[src/rtl/hazard_ctrl_if.sv]
// hazard_ctrl_if: pipeline-side hazard inputs and pipe-register control outputs.
interface hazard_ctrl_if #(parameter int CNT_W = 32);
  logic [4:0] rs1_id, rs2_id, rd_ex;
  logic rs1_used_id, rs2_used_id, mem_read_ex, br_taken_ex;
  logic imem_ready, dmem_req_mem, dmem_ready;
  logic stall_if, stall_id, bubble_id, stall_ex, bubble_ex;
  logic stall_mem, bubble_mem, stall_wb, bubble_wb;
  logic [1:0] state_o;
  logic mem_err;
  logic [CNT_W-1:0] stall_cnt, flush_cnt;
  modport master (
    output rs1_id, rs2_id, rd_ex, rs1_used_id, rs2_used_id, mem_read_ex, br_taken_ex,
           imem_ready, dmem_req_mem, dmem_ready,
    input  stall_if, stall_id, bubble_id, stall_ex, bubble_ex, stall_mem, bubble_mem,
           stall_wb, bubble_wb, state_o, mem_err, stall_cnt, flush_cnt
  );
  modport slave (
    input  rs1_id, rs2_id, rd_ex, rs1_used_id, rs2_used_id, mem_read_ex, br_taken_ex,
           imem_ready, dmem_req_mem, dmem_ready,
    output stall_if, stall_id, bubble_id, stall_ex, bubble_ex, stall_mem, bubble_mem,
           stall_wb, bubble_wb, state_o, mem_err, stall_cnt, flush_cnt
  );
endinterface

[src/rtl/hazard_ctrl.sv]
// hazard_ctrl: priority hazard resolution, memory-wait timeout FSM and stall/flush statistics.
module hazard_ctrl #(
  parameter int TIMEOUT = 64,
  parameter int CNT_W   = 32
) (
  input logic         clk,
  input logic         rst,
  hazard_ctrl_if.slave h
);
  localparam int WW = $clog2(TIMEOUT) + 1;
  localparam logic [WW-1:0] LAST = WW'(TIMEOUT - 1);
  typedef enum logic [1:0] {RUN = 2'd0, DWAIT = 2'd1, IWAIT = 2'd2} state_t;
  state_t state, cls;
  logic [WW-1:0] wait_cnt;
  logic [CNT_W-1:0] stall_cnt, flush_cnt;
  logic mem_err, load_use, ev_d, ev_b, ev_l, ev_i;
  assign load_use = h.mem_read_ex & (h.rd_ex != 5'd0) &
                    ((h.rs1_used_id & (h.rs1_id == h.rd_ex)) | (h.rs2_used_id & (h.rs2_id == h.rd_ex)));
  // One-hot winner of the fixed priority chain
  assign ev_d = h.dmem_req_mem & ~h.dmem_ready;
  assign ev_b = ~ev_d & h.br_taken_ex;
  assign ev_l = ~ev_d & ~h.br_taken_ex & load_use;
  assign ev_i = ~ev_d & ~h.br_taken_ex & ~load_use & ~h.imem_ready;
  always_comb begin
    cls = ev_d ? DWAIT : ev_i ? IWAIT : RUN;
    h.stall_if   = ~rst & (ev_d | ev_l | ev_i);
    h.stall_id   = ~rst & (ev_d | ev_l);
    h.stall_ex   = ~rst & ev_d;
    h.stall_mem  = ~rst & ev_d;
    h.stall_wb   = 1'b0;
    h.bubble_id  = rst | ev_b | ev_i;
    h.bubble_ex  = rst | ev_b | ev_l;
    h.bubble_mem = rst;
    h.bubble_wb  = rst | ev_d;
  end
  always_ff @(posedge clk) begin
    if (rst) begin
      state     <= RUN;
      wait_cnt  <= '0;
      mem_err   <= 1'b0;
      stall_cnt <= '0;
      flush_cnt <= '0;
    end else begin
      state    <= cls;
      wait_cnt <= (cls == RUN) ? '0 : (cls == state) ? wait_cnt + WW'(1) : WW'(1);
      if (cls != RUN && cls == state && wait_cnt == LAST) mem_err <= 1'b1;
      if (h.stall_if && ~&stall_cnt) stall_cnt <= stall_cnt + CNT_W'(1);
      if (ev_b && ~&flush_cnt) flush_cnt <= flush_cnt + CNT_W'(1);
    end
  end
  assign h.state_o   = state;
  assign h.mem_err   = mem_err;
  assign h.stall_cnt = stall_cnt;
  assign h.flush_cnt = flush_cnt;
endmodule

[src/flat_wrapper.sv]
// flat-port wrapper written by rule: the top's interface ports become plain ports
module hazard_ctrl_flat 
#(
  parameter int TIMEOUT = 64,
  parameter int CNT_W   = 32
)
  (clk, rst, h_rs1_id, h_rs2_id, h_rd_ex, h_rs1_used_id, h_rs2_used_id, h_mem_read_ex, h_br_taken_ex, h_imem_ready, h_dmem_req_mem, h_dmem_ready, h_stall_if, h_stall_id, h_bubble_id, h_stall_ex, h_bubble_ex, h_stall_mem, h_bubble_mem, h_stall_wb, h_bubble_wb, h_state_o, h_mem_err, h_stall_cnt, h_flush_cnt);
  hazard_ctrl_if #(.CNT_W(CNT_W)) h_i ();
  input logic clk;
  input logic rst;
  input wire logic [$bits(h_i.rs1_id)-1:0] h_rs1_id;
  input wire logic [$bits(h_i.rs2_id)-1:0] h_rs2_id;
  input wire logic [$bits(h_i.rd_ex)-1:0] h_rd_ex;
  input wire logic [$bits(h_i.rs1_used_id)-1:0] h_rs1_used_id;
  input wire logic [$bits(h_i.rs2_used_id)-1:0] h_rs2_used_id;
  input wire logic [$bits(h_i.mem_read_ex)-1:0] h_mem_read_ex;
  input wire logic [$bits(h_i.br_taken_ex)-1:0] h_br_taken_ex;
  input wire logic [$bits(h_i.imem_ready)-1:0] h_imem_ready;
  input wire logic [$bits(h_i.dmem_req_mem)-1:0] h_dmem_req_mem;
  input wire logic [$bits(h_i.dmem_ready)-1:0] h_dmem_ready;
  output wire logic [$bits(h_i.stall_if)-1:0] h_stall_if;
  output wire logic [$bits(h_i.stall_id)-1:0] h_stall_id;
  output wire logic [$bits(h_i.bubble_id)-1:0] h_bubble_id;
  output wire logic [$bits(h_i.stall_ex)-1:0] h_stall_ex;
  output wire logic [$bits(h_i.bubble_ex)-1:0] h_bubble_ex;
  output wire logic [$bits(h_i.stall_mem)-1:0] h_stall_mem;
  output wire logic [$bits(h_i.bubble_mem)-1:0] h_bubble_mem;
  output wire logic [$bits(h_i.stall_wb)-1:0] h_stall_wb;
  output wire logic [$bits(h_i.bubble_wb)-1:0] h_bubble_wb;
  output wire logic [$bits(h_i.state_o)-1:0] h_state_o;
  output wire logic [$bits(h_i.mem_err)-1:0] h_mem_err;
  output wire logic [$bits(h_i.stall_cnt)-1:0] h_stall_cnt;
  output wire logic [$bits(h_i.flush_cnt)-1:0] h_flush_cnt;
  assign h_i.rs1_id = h_rs1_id;
  assign h_i.rs2_id = h_rs2_id;
  assign h_i.rd_ex = h_rd_ex;
  assign h_i.rs1_used_id = h_rs1_used_id;
  assign h_i.rs2_used_id = h_rs2_used_id;
  assign h_i.mem_read_ex = h_mem_read_ex;
  assign h_i.br_taken_ex = h_br_taken_ex;
  assign h_i.imem_ready = h_imem_ready;
  assign h_i.dmem_req_mem = h_dmem_req_mem;
  assign h_i.dmem_ready = h_dmem_ready;
  assign h_stall_if = h_i.stall_if;
  assign h_stall_id = h_i.stall_id;
  assign h_bubble_id = h_i.bubble_id;
  assign h_stall_ex = h_i.stall_ex;
  assign h_bubble_ex = h_i.bubble_ex;
  assign h_stall_mem = h_i.stall_mem;
  assign h_bubble_mem = h_i.bubble_mem;
  assign h_stall_wb = h_i.stall_wb;
  assign h_bubble_wb = h_i.bubble_wb;
  assign h_state_o = h_i.state_o;
  assign h_mem_err = h_i.mem_err;
  assign h_stall_cnt = h_i.stall_cnt;
  assign h_flush_cnt = h_i.flush_cnt;
  hazard_ctrl #(.TIMEOUT(TIMEOUT), .CNT_W(CNT_W)) u_core (.clk(clk), .rst(rst), .h(h_i));
endmodule
[config.mk]
export PLATFORM = sky130hd
export DESIGN_NAME = hazard_ctrl_flat
export DESIGN_NICKNAME = d
export VERILOG_FILES = /design/src/rtl/hazard_ctrl_if.sv /design/src/rtl/hazard_ctrl.sv /design/src/flat_wrapper.sv
export SDC_FILE = /design/constraint.sdc
export NUM_CORES = 1
export LEC_CHECK = 0
export ABC_CLOCK_PERIOD_IN_PS = 6600
export BUFFER_PORTS_ARGS = -buffer_cell sky130_fd_sc_hd__buf_2
export CORE_MARGIN = 2
export CORE_UTILIZATION = 52
export CTS_BUF_LIST = sky130_fd_sc_hd__clkbuf_16
export DETAILED_ROUTE_END_ITERATION = 10
export PLACE_DENSITY = 0.78
export REMOVE_ABC_BUFFERS = 1
export SYNTH_ARGS = -nofsm -noshare
export SYNTH_HDL_FRONTEND = slang
export SYNTH_SLANG_ARGS = --single-unit
[constraint.sdc]
create_clock -name clk -period 6.6 [get_ports clk]
set_clock_uncertainty 0.2 [all_clocks]
set_input_delay 1.98 -clock clk [delete_from_list [all_inputs] [get_ports clk]]
set_output_delay 1.98 -clock clk [all_outputs]
set_load 0.02 [all_outputs]
Word-level counts from Yosys, hierarchy flattened
Cells that the tools add are included.
- bitwise gates (word level): 27
- equality and inequality tests: 4
- multiplexer cells: 3
- add/subtract/negate cells: 3
- reduce and logical (&&, ||, !) cells: 13
- operator list (cell ; number):
    32-bit by 1-bit adder with 32-bit output, second input constant ; 2
    32-bit AND reduction ; 2
    1-bit bitwise AND ; 13
    5-bit == test ; 2
    7-bit by 1-bit adder with 7-bit output, second input constant ; 1
    7-bit by 6-bit == test with 1-bit output, second input constant ; 1
    1-bit inverter ; 7
    1-bit OR ; 7
    5-bit nonzero test ; 1
    1-bit logical AND ; 4
    2-bit 2-to-1 mux ; 2
    3-bit OR reduction ; 1
    2-bit == test ; 1
    1-bit logical NOT ; 2
    2-bit logical NOT ; 1
    2-bit nonzero test ; 1
    2-bit OR reduction ; 1
    1-bit 2-to-1 mux ; 1
- bits in registers: 74
- input port bits: 24

Logic depth before layout (Yosys ltp)
Gate-level depths: netlist of run 1.
- depth in word-level cells: 12
- mapped depth: 9
- gate-level depth less buffers: 7

Worst setup path before layout of run 1
OpenSTA, ideal clock, no wires.
- path type: input -> output
- from: input h_rd_ex[0]
- to: output h_stall_if
- stages on the path: 5
- arrival time: 3268 ps
- slack: 1152 ps
- path buffers: 0
- cell sequence: or4_1 > o21ai_1 > inv_2 > a311oi_2 > inv_1
- cells in the longest elaborated chain, start to end: 9
- elaborated cells between the ends (all ways): 15
- ends and longest elaborated chain (what ; line ; RTL):
    start, declared ; flat_wrapper.sv:13 ; input wire logic [$bits(h_i.rd_ex)-1:0] h_rd_ex;
    5-bit == test ; hazard_ctrl.sv:18 ; ((h.rs1_used_id & (h.rs1_id == h.rd_ex)) | (h.rs2_used_id & (h.rs2_id == h.rd_ex)));
    1-bit bitwise AND ; hazard_ctrl.sv:18 ;
    1-bit OR ; hazard_ctrl.sv:18 ;
    1-bit bitwise AND (*) ; hazard_ctrl.sv:17 ; assign load_use = h.mem_read_ex & (h.rd_ex != 5'd0) &
    1-bit inverter ; hazard_ctrl.sv:23 ; assign ev_i = ~ev_d & ~h.br_taken_ex & ~load_use & ~h.imem_ready;
    1-bit bitwise AND (2 in a row) ; hazard_ctrl.sv:23 ;
    1-bit OR (*) ; hazard_ctrl.sv:26 ; h.stall_if = ~rst & (ev_d | ev_l | ev_i);
    1-bit bitwise AND (*) ; hazard_ctrl.sv:26 ;
    end, declared ; flat_wrapper.sv:21 ; output wire logic [$bits(h_i.stall_if)-1:0] h_stall_if;
Mark *: on every way between the ends. The rest lies on a longest branch, timed or not.

Final worst setup path of run 1
- from: input h_rd_ex[0]
- to: output h_bubble_ex
- cells in the longest elaborated chain, start to end: 6
- elaborated cells between the ends (all ways): 10
- ends and longest elaborated chain (what ; line ; RTL):
    5-bit == test ; hazard_ctrl.sv:18 ;
    1-bit bitwise AND ; hazard_ctrl.sv:18 ;
    1-bit OR ; hazard_ctrl.sv:18 ;
    1-bit bitwise AND (*) ; hazard_ctrl.sv:17 ;
    1-bit bitwise AND (*) ; hazard_ctrl.sv:22 ; assign ev_l = ~ev_d & ~h.br_taken_ex & load_use;
    1-bit OR (*) ; hazard_ctrl.sv:32 ; h.bubble_ex = rst | ev_b | ev_l;
    end, declared ; flat_wrapper.sv:25 ; output wire logic [$bits(h_i.bubble_ex)-1:0] h_bubble_ex;
Marks and branches as above.

==> results of run 1 <==
==> cell usage after synthesis (5+ instances only) <==
library cell   n
inv_1          8
o31ai_1       28
nand3_1       27
xor2_1        14
dfxtp_1       74
nand2_1       32
nand4_1       14
or3_1          8
buf_4          8
xnor2_1       25
and3_1         9
a21oi_1       42
clkbuf_1      13
and2_1         7
o21ai_0        5
nor2_1        37
or4_1         30
nor3_1        13
nor4_1         6
and4_1        10
==> cell usage in the layout, fill, tap and decap left out, drive strengths merged, types with 2 or more instances in the layout <==
cell,instances
buf,101
dfxtp,74
a21oi,42
nor2,37
nand2,32
or4,30
o31ai,28
nand3,28
xnor2,25
nand4,14
xor2,14
nor3,13
and4,10
inv,10
and3,9
clkbuf,9
nor4,9
o21ai,9
or3,8
and2,7
nand2b,4
nor3b,4
a31oi,3
ha,3
clkinv,3
a311oi,3
or2,2
a211oi,2
a211o,2
o21a,2
clkinvlp,2
==> final timing paths <==
check / from / end / depth (start not counted)
worst max-delay path: h_rd_ex[0] / h_bubble_ex / 8
worst min-delay path: u_core.h.stall_cnt[8] / u_core.h.stall_cnt[8] / 2
worst max register to register: u_core.h.stall_cnt[0] / u_core.h.stall_cnt[20] / 7
worst min register to register: u_core.h.stall_cnt[8] / u_core.h.stall_cnt[8] / 2
==> where the power goes <==
group	switching, W	leakage, nW	internal (W)
combinational	0.0000399	1.04	0.0000218
clock	0.000190	0.143	0.000292
sequential	0.00000368	0.597	0.000450
total	0.000234	1.78	0.000763
==> state kept, by name, summed over array words and instances (netlist names) <==
| signal | count |
|---|---|
| u_core.h.mem_err | 1 |
| u_core.wait_cnt | 7 |
| u_core.h.flush_cnt | 32 |
| u_core.h.state_o | 2 |
| u_core.h.stall_cnt | 32 |
==> worst max-delay path: cells and delay by family <==
kind                   cells  cell delay [ps]
buffers and inverters      3              360
AO/OA/AOI/OAI              2              240
AND/OR/NAND/NOR            3              960
==> final cells by class <==
class,count,area share (%)
inverters,9,0.728
flip-flops and latches,74,31.9
repair buffers,101,11.1
clock buffers,9,4.85
clock inverters,7,1.54
multi-input cells,346,47.2
well taps,99,2.67
==> metal layers <==
metal	vias to the layer above	wire, um	track usage [%]
li1	1861	-	-
met2	94	4220	36.6
met5	-	0	0
met4	0	142	9.49
met1	1732	3910	28.1
met3	12	466	4.11
==> cells by family (layout without fill, tap and decap cells) <==
kind of cell               after synthesis  in the layout
DFF                                     74             74
buffers and inverters                   34            126
AOI/OAI and AO/OA                       92             92
xor gates and xnor gates                39             39
other                                    1              1
and+or+nand+nor                        210            210
adders and majority gates                3              3
muxes                                    1              1
==> metrics by stage <==
step | area, sq um | power [W] | util [%]
after detailed placement | 4340 | 0.000525 | 60.2
after global routing | 4640 | 0.00103 | 64.3
after global placement | 4340 | 0.000524 | 60.2
after floorplan | 3710 | 0.000496 | -
after CTS | 4640 | 0.00100 | 64.3
final | 4640 | 0.000997 | 64.3
==> flow_metrics.py, run 1 <==
metrics = {
    "run_status": {
        "run_status": "complete, no violations",
    },
    "cells_and_area": {
        "fillers": 621,
        "drive_above_1_share_pct": 23.3,
        "final_nets": 568,
        "diodes": 0,
        "regArea_sq_mm": 0.00148,
        "syn2layout_area_growth_pct": 20.6,
        "stdcell_count": 645,
        "multi_input_area_sq_mm": 0.00219,
    },
    "clock_network": {
        "cts_buffer_depth": 2,
        "cts_root_buf": "clkbuf_16",
        "cts.sinks": 74,
        "clk_latency_ps": 330,
        "ctsResizeCount": 0,
        "clk_pin_slew_ps": 60,
        "cts_setup_buffers": 0,
        "cts_tree": "done",
        "hold_buffers": 0,
        "cts_buffers": 9,
        "cts.htree.levels": 3,
    },
    "yosys": {
        "synth.top_cells.by_area": "dfxtp_1, or4_1, xnor2_1, a21oi_1, o31ai_1",
        "synth-async-reset-ratio_pct": 0,
        "synth_edf_count": 0,
        "ys_warn_count": 0,
        "syn_area_sq_mm": 0.00385,
        "synth_mux_area_share_pct": 0.260,
        "postSynthCellCount": 454,
        "synth_top_area_share_pct": 38.5,
        "synthSimpleGateAreaFrac_pct": 31.3,
        "synthXorXnorAreaFrac_pct": 8.88,
        "ys_seq_elements": 74,
        "avgSynthCellArea_sq_um": 8.48,
        "synthAdderAreaFrac_pct": 0.975,
        "synth_sequential_area_ratio_pct": 38.5,
        "synth_top_family_by_area": "simple AND/OR/NAND/NOR gates",
        "synth_compound_area_share_pct": 15.4,
        "ys.flop_type": "dfxtp_1",
        "ys_types": 44,
        "yosysTopAreaCell": "dfxtp_1",
    },
    "critical_path": {
        "critPathKind": "in -> out",
        "slowest_stage": "or4_1",
        "timing.critical_path.slowest_cell_delay_ps": 530,
        "cpMostUsedCell": "buf_2",
        "regToRegSetupSlack_ps": 4060,
        "critPathMaxFanout": 5,
        "startpoint_type": "input pin",
        "arrival_ps": 3560,
        "cp_cell_sequence": "buf_2, or4_1, o21ai_1, inv_2, nand2_1, a21oi_1, or2_2, buf_2",
        "cp.required_ps": 4420,
        "end_kind": "output port",
    },
    "grt": {
        "antenna_found_initial": 0,
        "grt_pass1_wl_um": 15200,
        "first_global_vias": 3419,
        "grt_usage_pct": 22.1,
        "grt_max_degree": 59,
        "gr-total-overflow": 0,
    },
    "timing": {
        "fmax_ghz": 0.174,
        "setup_slack_ps": 864,
        "fin_crit_ps": 5740,
        "finalSetupTns_ps": 0,
        "holdWs_ps": 290,
        "slew_headroom_pct": 53.0,
        "tightest_slew_ps": 699,
        "setup_violations": 0,
        "hold_viol": 0,
        "fin_crit_sh_pct": 86.9,
        "drv_slew": 0,
        "grt_setup_unrepaired": "no",
    },
    "flow_run": {
        "drv_cap": 0,
    },
    "power": {
        "p_leak_nw": 1.78,
        "ir_drop_mv": 0.136,
        "power_density_mw_per_mm2": 215,
    },
    "floorplanning": {
        "fp.dieArea_sq_mm": 0.00811,
        "io-pin-count": 100,
        "core-area_sq_mm": 0.00721,
        "start_util_pct": 53.3,
        "dieHeight_um": 90.0,
        "rows": 31,
        "die_x_um": 90.0,
    },
    "drt": {
        "via_per_inst": 5.73,
        "ant_nets": 0,
        "dr.pass1.iters": 5,
        "routed_wl_um": 8740,
        "wl_per_cell_um": 13.5,
        "drtIter0Drc": 195,
        "post-route-drc-count": 0,
        "vias": 3699,
    },
    "place": {
        "place_ws_ps": 850,
        "dp_cells": 629,
        "io_buffers": 98,
        "dpl.hpwl_um": 6050,
        "place.gp.congestion": 0.896,
    },
    "worst_hold_path": {
        "min_path_type": "reg -> reg",
    },
}
(Power assumes the default switching activity.)
==> inputs of run 2 (changes only) <==
--- a/config.mk
+++ b/config.mk
@@ -7,11 +7,13 @@
 export LEC_CHECK = 0
 export ABC_CLOCK_PERIOD_IN_PS = 6600
 export BUFFER_PORTS_ARGS = -buffer_cell sky130_fd_sc_hd__buf_2
+export CELL_PAD_IN_SITES_DETAIL_PLACEMENT = 0
+export CELL_PAD_IN_SITES_GLOBAL_PLACEMENT = 1
 export CORE_MARGIN = 2
-export CORE_UTILIZATION = 52
+export CORE_UTILIZATION = 42
 export CTS_BUF_LIST = sky130_fd_sc_hd__clkbuf_16
 export DETAILED_ROUTE_END_ITERATION = 10
-export PLACE_DENSITY = 0.78
+export PLACE_DENSITY_LB_ADDON = 0.1
 export REMOVE_ABC_BUFFERS = 1
 export SYNTH_ARGS = -nofsm -noshare
 export SYNTH_HDL_FRONTEND = slang
==> run 2 against run 1 <==
  * Highest routed layer unchanged
  * Sequential power about the same
  * Clock power rose by 22%
  * Register-to-register slack got worse by 450 ps
  * Cell area rose by 1.6%
  * Global-route usage fell by 2.9 points
  * Combinational power up 2%
  * Fmax about the same
  * Non-clock buffer count unchanged
==> flow_metrics.py, run 2 (same netlist as run 1, synthesis figures left out) <==
metrics = {
    "clock_network": {
        "hold_buffers": 0,
        "cts_buffer_depth": 2,
        "cts_buffers": 9,
        "clk_latency_ps": 330,
        "cts.sinks": 74,
        "ctsResizeCount": 0,
        "clk_pin_slew_ps": 50,
        "cts_tree": "done",
        "cts_setup_buffers": 0,
        "cts_root_buf": "clkbuf_16",
        "cts.htree.levels": 3,
    },
    "power": {
        "power_density_mw_per_mm2": 234,
        "ir_drop_mv": 0.134,
        "p_leak_nw": 1.81,
    },
    "floorplanning": {
        "rows": 34,
        "dieHeight_um": 99.7,
        "fp.dieArea_sq_mm": 0.00995,
        "io-pin-count": 100,
        "core-area_sq_mm": 0.00881,
        "start_util_pct": 43.7,
        "die_x_um": 99.7,
    },
    "grt": {
        "grt_pass1_wl_um": 15700,
        "gr-total-overflow": 0,
        "grt_usage_pct": 19.1,
        "grt_max_degree": 64,
        "first_global_vias": 3420,
        "antenna_found_initial": 0,
    },
    "critical_path": {
        "cpMostUsedCell": "buf_2",
        "cp_cell_sequence": "buf_2, or4_1, o21ai_1, inv_2, a311oi_2, inv_1, buf_2",
        "end_kind": "output port",
        "crit_buf_inv": 4,
        "r2r_cells": 7,
        "arrival_ps": 3560,
        "cp.required_ps": 4420,
        "worst-path-stages": 7,
        "slowest_stage": "or4_1",
        "critPathKind": "in -> out",
        "critPathTopFamily": "compound AO/OA/AOI/OAI gates",
        "startpoint_type": "input pin",
        "critPathMaxFanout": 7,
        "timing.critical_path.slowest_cell_delay_ps": 510,
    },
    "flow_run": {
        "drv_cap": 0,
    },
    "worst_hold_path": {
        "min_path_type": "reg -> reg",
        "whs_path_depth": 2,
    },
    "drt": {
        "routed_wl_um": 9300,
        "via_per_inst": 5.62,
        "drtIter0Drc": 129,
        "wl_per_cell_um": 14.2,
        "post-route-drc-count": 0,
        "vias": 3675,
        "dr.pass1.iters": 4,
        "ant_nets": 0,
    },
    "cells_and_area": {
        "final_cell_mix": "buf_2, dfxtp_1, a21oi_1",
        "mostFrequentLayoutCell": "buf_2",
        "diodes": 0,
        "reg.largest.list": "u_core.h.flush_cnt x32, u_core.h.stall_cnt x32, u_core.wait_cnt x7",
        "drive_above_1_share_pct": 23.1,
        "syn2layout_area_growth_pct": 22.5,
        "fillers": 873,
        "final_nets": 568,
        "stdcell_count": 654,
    },
    "timing": {
        "finalSetupTns_ps": 0,
        "drv_slew": 0,
        "setup_violations": 0,
        "fin_crit_ps": 5740,
        "fmax_ghz": 0.174,
        "fin_crit_sh_pct": 86.9,
        "slew_headroom_pct": 49.1,
        "setup_slack_ps": 865,
        "tightest_slew_ps": 757,
        "grt_setup_unrepaired": "no",
        "hold_viol": 0,
    },
    "place": {
        "place_ws_ps": 845,
        "dpl.hpwl_um": 6650,
        "dp_cells": 638,
        "place.gp.congestion": 0.817,
        "io_buffers": 98,
    },
    "run_status": {
        "run_status": "complete, no violations",
    },
}
run 2: changes by cell type in the layout (fill, tap and decap cells not counted):
| cell | delta |
|---|---|
| clkinv_4 | -2 |
| clkinvlp_4 | -2 |
| bufinv_16 | +3 |
| clkinv_1 | +1 |
run 2: metrics by stage:
step / utilization, % / instance area (sq um) / power (W) / hold slack [ps]
final: 53.5 / 4710 / 0.00110 / 290
after global routing: 53.5 / 4710 / 0.00115 / 321
after CTS: 53.5 / 4710 / 0.00112 / 293
after detailed placement: 49.5 / 4360 / 0.000527 / 284
after global placement: 49.5 / 4360 / 0.000526 / 268
after floorplan: - / 3710 / 0.000496 / 310
run 2: final timing paths:
path,startpoint,end,slack (ps)
max reg2reg,u_core.h.stall_cnt[0],u_core.h.stall_cnt[0],3610
min,u_core.h.stall_cnt[16],u_core.h.stall_cnt[16],290
min reg2reg,u_core.h.stall_cnt[16],u_core.h.stall_cnt[16],290
max,h_rd_ex[0],h_stall_if,860
run 2: layer usage:
metal,track usage [%],vias up,routed length (um)
met5,0,-,0
met4,7.38,0,212
met3,4.43,18,412
met2,31.1,87,4300
met1,24.7,1699,4380
li1,-,1871,-
run 2: area by class of cell:
| type | count | area (sq um) | share of cell area (%) |
|---|---|---|---|
| multi-input combinational | 346 | 2190 | 46.5 |
| timing repair buffer | 101 | 513 | 10.9 |
| clock buffer | 9 | 225 | 4.78 |
| inverter | 9 | 33.8 | 0.717 |
| tap | 108 | 135 | 2.87 |
| sequential | 74 | 1480 | 31.4 |
| clock inverter | 7 | 133 | 2.81 |
run 2: where the power goes:
| part | total [W] | switching (W) | internal (W) |
|---|---|---|---|
| Clock | 0.000586 | 0.000182 | 0.000404 |
| Combinational | 0.0000630 | 0.0000412 | 0.0000218 |
| Sequential | 0.000453 | 0.00000331 | 0.000450 |
run 2: worst register-to-register path, delay by kind of cell, from the launching register on:
kind,cells,cell delay (ps)
AO/OA/AOI/OAI,1,70
adder cells (fa/ha/maj),1,210
buffers and inverters,1,410
flip-flops,1,400
AND/OR/NAND/NOR,4,1540
==> inputs of run 3 (changes only) <==
--- a/config.mk
+++ b/config.mk
@@ -9,6 +9,7 @@
 export BUFFER_PORTS_ARGS = -buffer_cell sky130_fd_sc_hd__buf_2
 export CELL_PAD_IN_SITES_DETAIL_PLACEMENT = 0
 export CELL_PAD_IN_SITES_GLOBAL_PLACEMENT = 1
+export CORE_ASPECT_RATIO = 0.6
 export CORE_MARGIN = 2
 export CORE_UTILIZATION = 42
 export CTS_BUF_LIST = sky130_fd_sc_hd__clkbuf_16
==> run 3 against run 2 <==
  * Via count is 0.68% higher
  * Critical path type unchanged
  * Total power fell by 2.7%
  * Combinational power rose by 2%
  * Cell count rose by 0.92%
==> flow_metrics.py, run 3 (same netlist as run 1, synthesis figures left out) <==
metrics = {
    "run_status": {
        "run_status": "complete, no violations",
    },
    "drt": {
        "vias": 3700,
        "wl_per_cell_um": 15.1,
        "via_per_inst": 5.61,
        "drtIter0Drc": 190,
        "dr.pass1.iters": 4,
        "post-route-drc-count": 0,
        "routed_wl_um": 9980,
        "ant_nets": 0,
    },
    "clock_network": {
        "cts_buffer_depth": 2,
        "cts_setup_buffers": 0,
        "ctsResizeCount": 0,
        "clk_latency_ps": 340,
        "clk_pin_slew_ps": 60,
        "cts_root_buf": "clkbuf_16",
        "hold_buffers": 0,
        "cts_buffers": 9,
        "cts_tree": "done",
        "cts.htree.levels": 3,
        "cts.sinks": 74,
    },
    "worst_hold_path": {
        "whs_path_depth": 2,
        "min_from": "u_core.h.stall_cnt[23]",
        "whs_endpoint": "u_core.h.stall_cnt[23]",
        "min_path_type": "reg -> reg",
    },
    "floorplanning": {
        "die_x_um": 128,
        "start_util_pct": 44.1,
        "fp.dieArea_sq_mm": 0.00997,
        "dieHeight_um": 78.2,
        "io-pin-count": 100,
        "rows": 26,
        "core-area_sq_mm": 0.00872,
    },
    "cells_and_area": {
        "mostFrequentLayoutCell": "buf_2",
        "syn2layout_area_growth_pct": 22.4,
        "regArea_sq_mm": 0.00148,
        "final_nets": 570,
        "diodes": 0,
        "fillers": 818,
        "final_cell_mix": "buf_2, dfxtp_1, a21oi_1",
        "multi_input_area_sq_mm": 0.00219,
        "drive_above_1_share_pct": 23.5,
        "reg.largest.list": "u_core.h.flush_cnt x32, u_core.h.stall_cnt x32, u_core.wait_cnt x7",
    },
    "critical_path": {
        "regToRegEndpoint": "u_core.h.stall_cnt[1]",
        "cp_cell_sequence": "buf_2, or4_1, o21ai_1, inv_2, a311oi_2, inv_1, buf_2",
        "crit_buf_inv": 4,
        "timing.critical_path.slowest_cell_delay_ps": 520,
        "critPathKind": "in -> out",
        "startpoint_type": "input pin",
        "critPathMaxFanout": 7,
        "r2r_cells": 7,
        "arrival_ps": 3540,
        "cp.required_ps": 4420,
        "end_kind": "output port",
        "critPathTopFamily": "compound AO/OA/AOI/OAI gates",
        "rr_startpoint": "u_core.h.stall_cnt[0]",
        "cpMostUsedCell": "buf_2",
        "regToRegSetupSlack_ps": 3930,
        "slowest_stage": "or4_1",
    },
    "grt": {
        "grt_pass1_wl_um": 16400,
        "grt_max_degree": 59,
        "first_global_vias": 3253,
        "grt_usage_pct": 20.4,
        "gr-total-overflow": 0,
        "antenna_found_initial": 0,
    },
    "flow_run": {
        "drv_cap": 0,
    },
    "timing": {
        "slew_headroom_pct": 55.4,
        "holdWs_ps": 289,
        "grt_setup_unrepaired": "no",
        "finalSetupTns_ps": 0,
        "hold_viol": 0,
        "fin_crit_sh_pct": 86.6,
        "setup_violations": 0,
        "fin_crit_ps": 5720,
        "tightest_slew_ps": 663,
        "fmax_ghz": 0.175,
        "drv_slew": 0,
    },
    "place": {
        "place.gp.congestion": 0.779,
        "dpl.hpwl_um": 7030,
        "io_buffers": 98,
    },
    "power": {
        "p_leak_nw": 1.81,
        "ir_drop_mv": 0.143,
        "power_density_mw_per_mm2": 228,
    },
}
==> run 3: cell types whose count changed in the layout (fill, tap and decap cells not counted) <==
cell / delta
clkinv_1: -1
buf_4: +2
clkinv_2: +2
bufinv_16: -1
==> run 3: area by class of cell <==
class	count	share of cell area, %
inverter	9	0.717
clock buffer	9	4.78
multi-input combinational	346	46.5
sequential	74	31.5
clock inverter	7	2.31
tap	112	2.98
timing repair buffer	103	11.2
==> run 3: worst max path at each step <==
stage                          start    endpoint  cells after the start
after detailed placement  h_rd_ex[0]  h_stall_if                      7
after floorplan           h_rd_ex[0]  h_stall_if                      5
after global placement    h_rd_ex[0]  h_stall_if                      7
final                     h_rd_ex[0]  h_stall_if                      7
after global routing      h_rd_ex[0]  h_stall_if                      7
after CTS                 h_rd_ex[0]  h_stall_if                      7
==> run 3: report_power, final <==
group           total, W  internal [W]  leakage [nW]  switching, W
Sequential      0.000453      0.000450         0.597    0.00000336
Combinational  0.0000643     0.0000226          1.05     0.0000417
Clock           0.000556      0.000366         0.170      0.000190
Total            0.00107      0.000838          1.81      0.000235
==> run 3: per-layer routing <==
metal  up-vias  track usage [%]  wire length, um
li1       1874                -                -
met1      1730             30.1             5250
met2        87             28.4             4060
met3         9             5.66              550
met4         0             6.26              116
met5         -                0                0
==> run 3: through the flow <==
step           power (W)  instance area (sq um)  std cells  setup slack [ps]  util (%)
3_5_place_dp    0.000528                   4380        644               877      50.2
4_1_cts          0.00108                   4710        660               875      54.0
2_1_floorplan   0.000496                   3710        429              1150         -
5_1_grt          0.00111                   4710        660               776      54.0
3_3_place_gp    0.000527                   4380        644               875      50.2
6_report         0.00107                   4710        660               882      54.0
==> run 3: worst register-to-register path, cell delays in order (launching register included) <==
cell and delay, ps:
dfxtp_1 410, ha_1 210, nand2_1 110, nor4_4 570, and3_1 340, buf_4 430
or3b_2 220, a21oi_1 50
